`src/rtl/rca16_operand_stage.sv`:
```
// Operand FIFO and result holding register around an external 16-bit ripple-carry adder.
// Operand pairs queue in the FIFO; the head drives the adder and its 17-bit result is captured downstream.
module rca16_operand_stage #(
  parameter int DEPTH = 4,
  parameter int CNT_W = 16
) (
  input  logic                     clk_i,
  input  logic                     rst_ni,
  input  logic                     in_valid_i,
  output logic                     in_ready_o,
  input  logic [15:0]              a_i,
  input  logic [15:0]              b_i,
  output logic [15:0]              add1_o,
  output logic [15:0]              add2_o,
  input  logic [16:0]              sum_i,
  output logic                     out_valid_o,
  input  logic                     out_ready_i,
  output logic [16:0]              sum_o,
  output logic                     carry_o,
  output logic [CNT_W-1:0]         count_o,
  output logic [$clog2(DEPTH):0]   level_o
);

  localparam int DATA_W = 16;
  localparam int AW     = $clog2(DEPTH);
  localparam int LW     = AW + 1;

  function automatic logic [CNT_W-1:0] sat_inc(input logic [CNT_W-1:0] v);
    return (&v) ? v : v + CNT_W'(1);
  endfunction

  function automatic logic [AW-1:0] ptr_inc(input logic [AW-1:0] p);
    return p + AW'(1);
  endfunction

  logic [DATA_W-1:0] mem_a_p0 [DEPTH];
  logic [DATA_W-1:0] mem_b_p0 [DEPTH];
  logic [AW-1:0]     wr_ptr_p0;
  logic [AW-1:0]     rd_ptr_p0;
  logic [LW-1:0]     level_p0;

  logic              vld_p1;
  logic [16:0]       sum_p1;
  logic              carry_p1;
  logic [CNT_W-1:0]  count_p1;

  logic              empty;
  logic              full;
  logic              push;
  logic              capture;
  logic              out_hs;

  assign empty   = (level_p0 == '0);
  assign full    = (level_p0 == LW'(DEPTH));
  // Gated by rst_ni so nothing is accepted while reset is asserted; no bypass when full.
  assign in_ready_o = rst_ni && !full;
  assign push    = in_valid_i && in_ready_o;
  assign capture = !empty && (!vld_p1 || out_ready_i);
  assign out_hs  = vld_p1 && out_ready_i;

  // ---- stage p0: operand FIFO ----
  always_ff @(posedge clk_i) begin
    if (push) begin
      mem_a_p0[wr_ptr_p0] <= a_i;
      mem_b_p0[wr_ptr_p0] <= b_i;
    end
  end

  always_ff @(posedge clk_i or negedge rst_ni) begin
    if (!rst_ni) begin
      wr_ptr_p0 <= '0;
      rd_ptr_p0 <= '0;
      level_p0  <= '0;
    end else begin
      if (push)
        wr_ptr_p0 <= ptr_inc(wr_ptr_p0);
      if (capture)
        rd_ptr_p0 <= ptr_inc(rd_ptr_p0);
      case ({push, capture})
        2'b10:   level_p0 <= level_p0 + LW'(1);
        2'b01:   level_p0 <= level_p0 - LW'(1);
        default: level_p0 <= level_p0;
      endcase
    end
  end

  // Head is read straight from storage, so a_i/b_i never glitch the adder inputs.
  assign add1_o  = empty ? '0 : mem_a_p0[rd_ptr_p0];
  assign add2_o  = empty ? '0 : mem_b_p0[rd_ptr_p0];
  assign level_o = level_p0;

  // ---- stage p1: result holding register ----
  always_ff @(posedge clk_i or negedge rst_ni) begin
    if (!rst_ni) begin
      vld_p1   <= 1'b0;
      sum_p1   <= '0;
      carry_p1 <= 1'b0;
      count_p1 <= '0;
    end else begin
      if (capture) begin
        vld_p1   <= 1'b1;
        sum_p1   <= sum_i;
        carry_p1 <= sum_i[16];
      end else if (out_hs) begin
        vld_p1   <= 1'b0;
      end
      if (out_hs)
        count_p1 <= sat_inc(count_p1);
    end
  end

  assign out_valid_o = vld_p1;
  assign sum_o       = sum_p1;
  assign carry_o     = carry_p1;
  assign count_o     = count_p1;

endmodule

```
`config.mk`:
```
export PLATFORM = sky130hd
export DESIGN_NAME = rca16_operand_stage
export DESIGN_NICKNAME = d
export VERILOG_FILES = /design/src/rtl/rca16_operand_stage.sv
export SDC_FILE = /design/constraint.sdc
export NUM_CORES = 1
export LEC_CHECK = 0
export CORE_ASPECT_RATIO = 1.5
export CORE_UTILIZATION = 40
export CTS_CLUSTER_SIZE = 40
export DETAILED_ROUTE_END_ITERATION = 6
export REMOVE_ABC_BUFFERS = 1
export SLEW_MARGIN = 30
export SYNTH_ARGS = -nofsm -noshare
export SYNTH_HDL_FRONTEND = slang
export SYNTH_SLANG_ARGS = --single-unit
```
`constraint.sdc`:
```
create_clock -name clk_i -period 2.3 [get_ports clk_i]
set_input_delay 0.46 -clock clk_i [delete_from_list [all_inputs] [get_ports clk_i]]
set_output_delay 0.46 -clock clk_i [all_outputs]
set_load 0.05 [all_outputs]
```
==> run summary <==
Hold-fix buffers, CTS - 0
Instance count on the critical path - 4
H-Tree Depth - 4
Vias in the first global route - 3999
Hpwl dp - 8080 um
Fillcell total - 1322
WP data required - 1840 ps
Share of cells above drive strength 1 - 28.0%
CP Max Fanout - 16
Drt first pass iters - 4
Ports - 124
Clk_lat worst skew - 420 ps
Max VDD drop - 1080 uV
Worst Setup Start Kind - flop
Max_cap viols - 0
Total number of vias - 3645
Tmin final - 2360 ps
Die area - 17300 um2
Synth Register Bits - 169
Clk slew on worst S/H paths - 70 ps
Num CTS Buffers - 17
Total grt overflow - 0
Synth warn - 0
Mapped cell area - 6720 um2
Rows - 57
CTS root buffer - clkbuf_16
Largest net degree at the start of global routing - 42
Failing checks - negative setup slack
CTS Buffer Depth - 2
Power Total - 13800 uW
Worst relative slew slack - 64.5%
Min setup slack post-route - -64.9 ps
Cell Count Post-Placement - 683
Total Routed Length - 12900 um
Routed Antenna Nets - 0
Initial Utilization - 41.2%
Antenna diodes - 0
Worst Setup Path Type - flop to output pin
Critical path capture point type - output pin
Total negative slack - -1240 ps
Non-Filler Instances - 716
Number of distinct library cells after synthesis - 38
Wire length per cell - 18.1 um
Final setup skew - 12.9 ps
Via density - 5.09
Most used cell, CP - buf_12
R2R depth - 10
# DRC - 0
Worst path max stage delay - 500 ps
Width of the die - 108 um
Post-Synthesis Cells - 353
Critical Path AT - 1900 ps
Pleak - 0.00341 uW
Crit share post-route - 103%
Seq/Total Area, Yosys - 72.4%
Max Slew Vio Count - 0
WP buf/inv - 2
First DRT Iteration DRCs - 90
Fmax - 423 MHz
Worst Hold Class - primary input to async pin
First-pass GRT wire length - 20700 um
TritonCTS clock tree - yes
Num Clock Sinks - 169
Core footprint - 16300 um2
RSZ-0062 raised after global routing - true
Worst-Margin Slew - 533 ps
Worst path top cell family by delay - multiplexers
Final RePlAce weighted congestion - 0.745
Initial antenna violation count - 0
Cell Chain, Critical Path - buf_12, mux4_2, nor2b_1, buf_12
GRT Total Usage - 16.1%
Syn Area/Cell - 19.0 um2
Pwr dens - 1480 nW/um2
CP max stage cell - mux4_2
Final nets - 558
Status - complete, but fails checks
Final setup fails - 30
Die height - 161 um
PortBufs - 123
Final hold vios - 0
P&R area growth vs syn - 38.2%
[path summary, 6_finish.rpt]
path                                               start                       end  slack [ps]
worst max register to register    level_o[0]$_DFFE_PN0P_    level_o[2]$_DFFE_PN0P_         270
worst min-delay path                              rst_ni      sum_o[0]$_DFFE_PN0P_         130
max in group asynchronous                         rst_ni  rd_ptr_p0[0]$_DFFE_PN0P_        1770
worst min register to register     sum_o[12]$_DFFE_PN0P_     sum_o[12]$_DFFE_PN0P_         500
worst max-delay path            rd_ptr_p0[0]$_DFFE_PN0P_                 add2_o[9]         -60
min in group clk_i                 sum_o[12]$_DFFE_PN0P_     sum_o[12]$_DFFE_PN0P_         500
[report_power, final]
group          internal (uW)  switching, uW  leakage [uW]
logic                   3160           3790       0.00147
registers               3800            286       0.00166
clock network           1450           1280      0.000284
total                   8410           5360       0.00341
[Yosys cell counts, drive strengths merged]
library cell  number  area share, %
a21boi             1           0.17
a21oi              2           0.15
a31oi              2           0.19
and2               3           0.28
and3               5           0.47
and4               1           0.13
buf                8           0.63
clkbuf             6           0.34
dfrtp             41             15
edfxtp           128             57
fa                 1           0.30
ha                 6            1.1
inv               10           0.56
mux2              19            3.2
mux2i              1           0.15
mux4              32             11
nand2              6           0.34
nand3              3           0.22
nand3b             1           0.11
nand4              6           0.87
nor2               5           0.28
nor2b             32            3.0
nor3               6           0.52
nor3b              1           0.11
nor4               1           0.32
nor4b              3           0.48
o21ai              1          0.074
o22a               1           0.15
or2                2           0.19
xnor2              6           0.78
xor2              13            1.7
[through the flow]
step	setup slack [ps]	hold slack (ps)	util, %	instance area, um2
final	-64.9	131	56.9	9290
after global routing	-146	187	56.9	9290
after CTS	-107	142	56.9	9290
after detailed placement	11.9	489	53.3	8700
after global placement	68.5	477	53.3	8700
after floorplan	-1080	164	-	6660
[cells by family after synthesis]
| family | Yosys count | share of synthesized area, % |
|---|---|---|
| adders and majority gates | 7 | 1.41 |
| DFF | 169 | 72.4 |
| AOI/OAI and AO/OA | 7 | 0.726 |
| buffers and inverters | 24 | 1.53 |
| and+or+nand+nor | 75 | 7.30 |
| xor gates and xnor gates | 19 | 2.48 |
| muxes | 52 | 14.1 |
[layout make-up]
class / count / area (um2) / area share, %
multi-input cells: 160 / 1760 / 19.0
repair buffers: 140 / 1780 / 19.2
well taps: 206 / 258 / 2.77
clock inverters: 14 / 150 / 1.62
flip-flops and latches: 169 / 4870 / 52.4
inverters: 10 / 37.5 / 0.404
clock buffers: 17 / 425 / 4.58
[cells in the final DEF, fill, tap and decap left out, types with 2 or more instances in the layout]
cell,count
edfxtp_1,128
clkdlybuf4s50_1,89
buf_12,41
dfrtp_1,40
mux4_2,32
nor2b_1,32
clkbuf_16,17
mux2_2,15
xor2_1,13
inv_1,10
buf_4,9
nand2_1,6
xnor2_1,6
ha_1,6
nor3_1,5
nor2_1,5
inv_8,5
and3_2,4
nand4_1,4
clkinv_4,4
and2_1,3
nand3_1,3
mux2_1,3
inv_6,3
a31oi_1,2
or2_1,2
nor4b_1,2
clkinv_8,2
[flip-flops by register name, summed over array words and instances (netlist names)]
signal and count:
level_o 3, mem_a_p0 64, out_valid_o 1, wr_ptr_p0 2
mem_b_p0 64, sum_o 17, count_o 16, rd_ptr_p0 2
[metal layers]
metal	global-route usage, %	wire [um]	part of all wire [%]
met5	0	0	0
met4	5.04	111	0.86
met3	4.42	638	4.9
met2	27.9	6820	53
met1	19.3	5370	41
[what timing repair did]
item | 4_1_cts | 5_1_grt
buffers inserted | 2 | 0
endpoints found under the hold margin | 0 | 0
endpoints found under the setup margin | 30 | 32
resized for setup | 0 | 0
pin swaps | 0 | 0
Power figures use the tool's default switching activity.
